--- src/rtl/iwm_sequencer.sv ---
// Command-driven sequencer that owns the IWM host access port: SETBIT, WRITE-N and READ-N
// commands are turned into timed /DEVSEL accesses with handshake/MSB polling.
module iwm_sequencer #(
    parameter int          ACCESS_CYCLES = 4,
    parameter int          GAP_CYCLES    = 2,
    parameter logic [15:0] TIMEOUT_POLLS = 16'd40000
) (
    input  logic       clk,
    input  logic       reset,
    input  logic       cmd_valid,
    output logic       cmd_ready,
    input  logic [1:0] cmd_op,
    input  logic [3:0] cmd_addr,
    input  logic [9:0] cmd_len,
    input  logic [7:0] wr_data,
    input  logic       wr_valid,
    output logic       wr_ready,
    output logic [7:0] rd_data,
    output logic       rd_valid,
    input  logic       rd_ready,
    output logic       done,
    output logic [1:0] err,
    output logic       busy,
    output logic [3:0] iwm_addr,
    output logic       iwm_devsel_n,
    output logic [7:0] iwm_dout,
    input  logic [7:0] iwm_din
);

    localparam logic [3:0] S_IDLE  = 4'd0,  S_SET   = 4'd1,  W_WAIT = 4'd2,  W_Q6   = 4'd3,
                           W_Q7    = 4'd4,  W_POLL  = 4'd5,  W_DRAIN = 4'd6, W_END  = 4'd7,
                           R_Q7    = 4'd8,  R_Q6    = 4'd9,  R_POLL = 4'd10, R_PUSH = 4'd11,
                           S_DONE  = 4'd12;

    localparam logic [1:0] A_IDLE = 2'd0, A_SETUP = 2'd1, A_LOW = 2'd2, A_GAP = 2'd3;

    localparam int             CNT_MAX  = (ACCESS_CYCLES > GAP_CYCLES) ? ACCESS_CYCLES : GAP_CYCLES;
    localparam int             CW       = $clog2(CNT_MAX + 1);
    localparam logic [CW-1:0]  LOW_LAST = CW'(ACCESS_CYCLES - 1);
    localparam logic [CW-1:0]  GAP_LAST = CW'(GAP_CYCLES - 1);

    logic [3:0]    state;
    logic [1:0]    acc_phase;
    logic [CW-1:0] acc_cnt;
    logic [7:0]    acc_rdata;
    logic [9:0]    remain;
    logic [15:0]   poll_cnt;
    logic [1:0]    err_pend;

    logic          acc_done;
    logic [15:0]   poll_next;
    logic          poll_expired;

    assign acc_done     = (acc_phase == A_GAP) && (acc_cnt == GAP_LAST);
    assign poll_next    = poll_cnt + 16'd1;
    assign poll_expired = (poll_next == TIMEOUT_POLLS);

    // NOTE: cmd_ready includes reset so no command is taken in the reset cycle itself.
    assign cmd_ready = (state == S_IDLE) && !reset;
    assign busy      = (state != S_IDLE);

    // NOTE: every register here uses non-blocking assignment; the access engine is written
    // before the FSM so an FSM-issued access start overrides the engine's return to A_IDLE.
    always_ff @(posedge clk) begin
        if (reset) begin
            state        <= S_IDLE;
            acc_phase    <= A_IDLE;
            acc_cnt      <= '0;
            acc_rdata    <= 8'h00;
            remain       <= 10'd0;
            poll_cnt     <= 16'd0;
            err_pend     <= 2'b00;
            wr_ready     <= 1'b0;
            rd_data      <= 8'h00;
            rd_valid     <= 1'b0;
            done         <= 1'b0;
            err          <= 2'b00;
            iwm_addr     <= 4'h0;
            iwm_devsel_n <= 1'b1;
            iwm_dout     <= 8'h00;
        end else begin
            wr_ready <= 1'b0;
            done     <= 1'b0;

            // Access engine: one setup cycle, ACCESS_CYCLES low, GAP_CYCLES high.
            case (acc_phase)
                A_SETUP: begin
                    acc_phase    <= A_LOW;
                    acc_cnt      <= '0;
                    iwm_devsel_n <= 1'b0;
                end
                A_LOW: begin
                    if (acc_cnt == LOW_LAST) begin
                        acc_phase    <= A_GAP;
                        acc_cnt      <= '0;
                        iwm_devsel_n <= 1'b1;
                        acc_rdata    <= iwm_din;
                    end else begin
                        acc_cnt <= acc_cnt + CW'(1);
                    end
                end
                A_GAP: begin
                    if (acc_done) acc_phase <= A_IDLE;
                    else          acc_cnt   <= acc_cnt + CW'(1);
                end
                default: ;
            endcase

            case (state)
                S_IDLE: begin
                    if (cmd_valid) begin
                        remain   <= cmd_len;
                        poll_cnt <= 16'd0;
                        err_pend <= 2'b00;
                        if (cmd_op == 2'b01 || cmd_op == 2'b10) begin
                            if (cmd_len == 10'd0) begin
                                state <= S_DONE; done <= 1'b1; err <= 2'b00;
                            end else if (cmd_op == 2'b01) begin
                                state <= W_WAIT;
                            end else begin
                                state <= R_Q7; acc_phase <= A_SETUP; iwm_addr <= 4'hE; iwm_dout <= 8'h00;
                            end
                        end else begin
                            state <= S_SET; acc_phase <= A_SETUP; iwm_addr <= cmd_addr; iwm_dout <= 8'h00;
                        end
                    end
                end
                S_SET: if (acc_done) begin
                    state <= S_DONE; done <= 1'b1; err <= 2'b00;
                end
                W_WAIT: if (wr_valid) begin
                    state <= W_Q6; acc_phase <= A_SETUP; iwm_addr <= 4'hD; iwm_dout <= 8'h00;
                end
                W_Q6: if (acc_done) begin
                    state <= W_Q7; acc_phase <= A_SETUP; iwm_addr <= 4'hF; iwm_dout <= wr_data;
                end
                W_Q7: if (acc_done) begin
                    wr_ready <= 1'b1;
                    remain   <= remain - 10'd1;
                    state <= W_POLL; acc_phase <= A_SETUP; iwm_addr <= 4'hC; iwm_dout <= 8'h00;
                end
                W_POLL: if (acc_done) begin
                    if (!acc_rdata[6]) begin
                        err_pend <= 2'b10;
                        state <= W_END; acc_phase <= A_SETUP; iwm_addr <= 4'hE;
                    end else if (!acc_rdata[7]) begin
                        if (poll_expired) begin
                            err_pend <= 2'b01;
                            state <= W_END; acc_phase <= A_SETUP; iwm_addr <= 4'hE;
                        end else begin
                            poll_cnt <= poll_next; acc_phase <= A_SETUP;
                        end
                    end else begin
                        poll_cnt <= 16'd0;
                        if (remain != 10'd0) state <= W_WAIT;
                        else begin
                            state <= W_DRAIN; acc_phase <= A_SETUP;
                        end
                    end
                end
                // Last nibble loaded: one more bit7=1 poll proves the shifter took it.
                W_DRAIN: if (acc_done) begin
                    if (acc_rdata[7]) begin
                        state <= W_END; acc_phase <= A_SETUP; iwm_addr <= 4'hE;
                    end else if (poll_expired) begin
                        err_pend <= 2'b01;
                        state <= W_END; acc_phase <= A_SETUP; iwm_addr <= 4'hE;
                    end else begin
                        poll_cnt <= poll_next; acc_phase <= A_SETUP;
                    end
                end
                W_END: if (acc_done) begin
                    state <= S_DONE; done <= 1'b1; err <= err_pend;
                end
                R_Q7: if (acc_done) begin
                    state <= R_Q6; acc_phase <= A_SETUP; iwm_addr <= 4'hC;
                end
                R_Q6: if (acc_done) begin
                    state <= R_POLL; acc_phase <= A_SETUP; iwm_addr <= 4'hC;
                end
                R_POLL: if (acc_done) begin
                    if (acc_rdata[7]) begin
                        rd_data  <= acc_rdata;
                        rd_valid <= 1'b1;
                        poll_cnt <= 16'd0;
                        state    <= R_PUSH;
                    end else if (poll_expired) begin
                        state <= S_DONE; done <= 1'b1; err <= 2'b01;
                    end else begin
                        poll_cnt <= poll_next; acc_phase <= A_SETUP;
                    end
                end
                R_PUSH: if (rd_ready) begin
                    rd_valid <= 1'b0;
                    remain   <= remain - 10'd1;
                    if (remain == 10'd1) begin
                        state <= S_DONE; done <= 1'b1; err <= 2'b00;
                    end else begin
                        state <= R_POLL; acc_phase <= A_SETUP; iwm_addr <= 4'hC;
                    end
                end
                S_DONE:  state <= S_IDLE;
                default: state <= S_IDLE;
            endcase
        end
    end

endmodule

--- config.mk ---
export PLATFORM = sky130hd
export DESIGN_NAME = iwm_sequencer
export DESIGN_NICKNAME = d
export VERILOG_FILES = /design/src/rtl/iwm_sequencer.sv
export SDC_FILE = /design/constraint.sdc
export NUM_CORES = 1
export LEC_CHECK = 0
export ABC_AREA = 1
export CAP_MARGIN = 20
export CELL_PAD_IN_SITES_DETAIL_PLACEMENT = 1
export CELL_PAD_IN_SITES_GLOBAL_PLACEMENT = 2
export CORE_ASPECT_RATIO = 1.75
export CORE_MARGIN = 2
export CORE_UTILIZATION = 31
export CTS_CLUSTER_SIZE = 20
export DETAILED_ROUTE_END_ITERATION = 10
export GPL_TIMING_DRIVEN = 1
export PLACE_DENSITY_LB_ADDON = 0.1
export REMOVE_ABC_BUFFERS = 1
export SETUP_SLACK_MARGIN = 0.5
export SLEW_MARGIN = 20
export SYNTH_ARGS = -nofsm -noshare
export SYNTH_HDL_FRONTEND = slang
export SYNTH_SLANG_ARGS = --single-unit
--- constraint.sdc ---
create_clock -name clk -period 6.1 [get_ports clk]
set_clock_uncertainty 0.2 [all_clocks]
set_input_delay 0.915 -clock clk [delete_from_list [all_inputs] [get_ports clk]]
set_output_delay 0.915 -clock clk [all_outputs]
set_load 0.005 [all_outputs]
==> reports/results.txt <==
The run finished with clean final reports. The synthesis-to-layout area growth came out at 28.0%. The logs give 0 for the remaining antenna violation count after routing and 2600 ps for the worst path arrival time. The synthesized design spends more area on one cell type than any other, namely sky130_fd_sc_hd__dfxtp_1. For this run, the number of Yosys warnings is 0. The internal power component came out at 1.24 mW. The tree is rooted in a sky130_fd_sc_hd__clkbuf_16.

At the end of routability-driven placement, the weighted congestion stood at 0.896. Net switching is 43.6% of the power. For the total wirelength of the detailed-routed design, the log shows 14500 µm.

Counting the buffers created by CTS gives 9. The number of clock sinks is 71. The run gives 0 as the number of antenna violations at the first check in global routing. The run gives 65 as the top-level port count. The share of the Yosys chip area taken by registers is 34.6%. The detailed router placed 4451 vias in this run. The synthesized design contains 0 enable-type register cells.

Cells with a size suffix above 1 make up 6.44% of the layout. Entering global routing, the biggest net connects 29 pins. Critical-path cell with the highest stage delay: sky130_fd_sc_hd__clkdlybuf4s50_1. The logs give 3 for the level count of the clock H-tree and 0 for the post-CTS setup repair buffer count.

The detailed-route vias per instance is 5.03. Headroom to the max-slew limit came out at 36.5%. Maximum vdd drop: 0.000154 V.

Data on the critical path is required at its endpoint by 4980 ps. Time the worst path needs with I/O delays and setup: 3720 ps. In the synthesized netlist, the number of instances is 643. Power spread over the standard cell area amounts to 418 nW/µm². The number of gates resized after cts came out at 0. Setup repair after global routing left no endpoint under its margin. The worst register-to-register path begins at poll_cnt[0]$_SDFFE_PP0P_. The tools report the final HPWL from detailed placement as 11400 µm.

The share of total power dissipated in the clock network is 26.8%. For the pin with the worst max-slew slack, the measured transition is 949 ps. After filler insertion, the fill cell instance count of the layout stands at 1729. The number of buffers on the longest clock path is 2. TritonCTS built the clock tree. In this run the worst setup path begins at reset. The capture point of the critical path was cmd_ready. By area the synthesized netlist is led by sky130_fd_sc_hd__dfxtp_1 (35%), sky130_fd_sc_hd__nand2_1 (14%), sky130_fd_sc_hd__nor2_1 (8.1%).

Buffers placed on the I/O ports in this run total 64. The worst setup path is launched from an input pin. The tools report the starting DRC count in detailed routing as 124.

The most used flip-flop cell after synthesis is sky130_fd_sc_hd__dfxtp_1. The number of global-route vias before repair is 4816, and the horizontal die dimension is 91.1 µm. For this run, the top clock speed supported by timing is 269 MHz. Across all register-to-register paths, the minimum setup slack is 3180 ps.

For this configuration, the core starts out at a cell density of 31.8%. Cell repeated most along the worst path: sky130_fd_sc_hd__clkdlybuf4s50_1. The critical path goes through clkdlybuf4s50_1 > nor2_1 > clkdlybuf4s50_1.

The type of the worst setup path is input pin to output port. The worst hold path belongs to the class register to register. Overall routing resource usage: 21.1%. In this run the critical register-to-register path is captured at state[3]$_SDFFE_PP0P_. After detailed routing, the average wire length per cell comes to 16.4 µm. Number of pins exceeding their max-slew limit in the final report: 0.

The library cell with the highest instance count after synthesis is sky130_fd_sc_hd__nand2_1. Per report_power, the sequential group accounts for 27.6% of the total. After layout, the design draws a total of 2.20 mW. Across the run, the number of max-cap violations was 0. The number of cells on the worst reg-to-reg path is 13. The sum of overflow across all layers after global routing is 0, and the clock slew seen by the registers of the worst setup and hold paths is 70 ps. The worst setup path is captured at an output port. The tools report the wire length of the first global-routing pass as 23700 µm. Setup violations remaining at the end of the flow were counted as 0. Of the post-synthesis cell area, the dominant cell type holds 34.6%.

Counting instances in the post-synthesis netlist gives the leading cell types as sky130_fd_sc_hd__nand2_1 (150), sky130_fd_sc_hd__nor2_1 (89), sky130_fd_sc_hd__inv_1 (80), sky130_fd_sc_hd__dfxtp_1 (71), sky130_fd_sc_hd__a21oi_1 (58). The area of the die is 14200 µm², and the final-layout setup total negative slack is 0 ps. In this run the power spent charging and discharging nets is 0.961 mW. The run gives 40 as the number of different library cells in the post-synthesis netlist. The number of diodes was 0.

The run gives 0 as the number of failing hold endpoints at the final stage. For the DRC violations left, the log shows 0. The critical path's largest stage delay was 900 ps; the share of synthesized registers carrying an async set or reset was 0%. Combinational logic burns 45.6% of the power. The die boundary height is 156 µm, and the number of nets in the finished design is 755. The number of hold-repair buffers added at the cts stage is 0, and the mean instance size in the synthesized netlist is 6.39 µm². The leakage power is 2.11 nW. Synthesis inferred 71 register bits.

In this run the cell area of the synthesized design comes to 4110 µm². The total iterations of the first detailed-routing run is 4. With fillers left out, the area of the finished cells amounts to 5260 µm².

The later pin in the worst-skew pair is clocked with a latency of 340 ps. Of all nets on the critical path, the largest fanout is 19. The ratio of final minimum period to clock period works out to 61.0%. For the total cell area at the placement stage, the log shows 4930 µm². The core region is 12900 µm². Count of standard-cell rows: 55.
-- how the worst min path moves through the flow --
stage | endpoint | start | cells past startpoint | slack, ps
floorplan | acc_rdata[0]$_SDFFE_PP0P_ | acc_rdata[0]$_SDFFE_PP0P_ | 2 | 230
global placement | acc_rdata[2]$_SDFFE_PP0P_ | acc_rdata[2]$_SDFFE_PP0P_ | 2 | 240
detailed placement | acc_rdata[4]$_SDFFE_PP0P_ | acc_rdata[4]$_SDFFE_PP0P_ | 2 | 250
CTS | acc_rdata[4]$_SDFFE_PP0P_ | acc_rdata[4]$_SDFFE_PP0P_ | 2 | 260
global route | iwm_dout[1]$_SDFFE_PP0P_ | iwm_dout[1]$_SDFFE_PP0P_ | 2 | 290
finish | acc_rdata[3]$_SDFFE_PP0P_ | acc_rdata[3]$_SDFFE_PP0P_ | 2 | 260
-- final cells by class --
cell class / count / area (µm²) / share of cell area (%)
inverter: 87 / 327 / 6.20
clock buffer: 9 / 225 / 4.28
tap: 171 / 214 / 4.06
timing repair buffer: 67 / 663 / 12.6
clock inverter: 7 / 105 / 2.00
multi-input combinational: 473 / 2310 / 43.9
sequential: 71 / 1420 / 27.0
-- logic make-up (layout without fill, tap and decap cells) --
kind of cell    after synthesis  count (layout)  share of synthesized area, %
compound gates              129             129                          17.0
xor+xnor                      4               4                         0.852
fa+ha+maj                     9               9                          2.74
buf+inv                      99             170                          9.28
flops                        71              71                          34.6
simple gates                331             331                          35.5
-- worst max-delay path, delay by kind of cell --
kind | cells | cell delay (ps)
buffers and inverters | 2 | 1420
AND/OR/NAND/NOR | 1 | 260
-- layer usage --
layer	GRT usage (%)	vias to the layer above	part of all wire (%)
li1	-	2235	-
met1	20.0	2130	37
met2	42.8	56	57
met3	2.94	30	1.7
met4	11.1	0	4.0
met5	0	-	0
-- state kept, by name, indices dropped and copies added (netlist names) --
signal	flops
poll_cnt	16
err	2
iwm_addr	4
acc_rdata	8
err_pend	2
acc_phase	2
state	4
iwm_devsel_n	1
iwm_dout	8
acc_cnt	3
rd_data	8
rd_valid	1
wr_ready	1
remain	10
done	1
-- cell usage in the layout, fill, tap and decap left out, types with 5 or more instances in the layout --
cell,instances
sky130_fd_sc_hd__a21oi_1,58
sky130_fd_sc_hd__a31oi_1,6
sky130_fd_sc_hd__clkbuf_16,9
sky130_fd_sc_hd__clkdlybuf4s50_1,64
sky130_fd_sc_hd__dfxtp_1,71
sky130_fd_sc_hd__ha_1,9
sky130_fd_sc_hd__inv_1,80
sky130_fd_sc_hd__inv_2,5
sky130_fd_sc_hd__nand2_1,150
sky130_fd_sc_hd__nand3_1,41
sky130_fd_sc_hd__nand4_1,13
sky130_fd_sc_hd__nor2_1,89
sky130_fd_sc_hd__nor2_2,6
sky130_fd_sc_hd__nor3_1,12
sky130_fd_sc_hd__o21ai_0,49
-- per-stage QoR --
stage | hold WS [ps] | util [%] | instances | worst slack [ps]
5_1_grt | 289 | 40.7 | 885 | 2180
3_3_place_gp | 239 | 38.1 | 869 | 2020
4_1_cts | 262 | 40.7 | 885 | 2330
6_report | 262 | 40.7 | 885 | 2380
3_5_place_dp | 251 | 38.1 | 869 | 1980
2_1_floorplan | 232 | - | 631 | 3570
-- power by group through the flow --
stage	combinational (mW)	sequential, mW	clock (mW)
finish	1.00	0.607	0.591
global route	1.14	0.619	0.621
CTS	1.02	0.606	0.607
detailed placement	1.01	0.616	0
global placement	0.989	0.615	0
floorplan	0.674	0.597	0
Note: power is estimated with default switching activity, not from simulation.
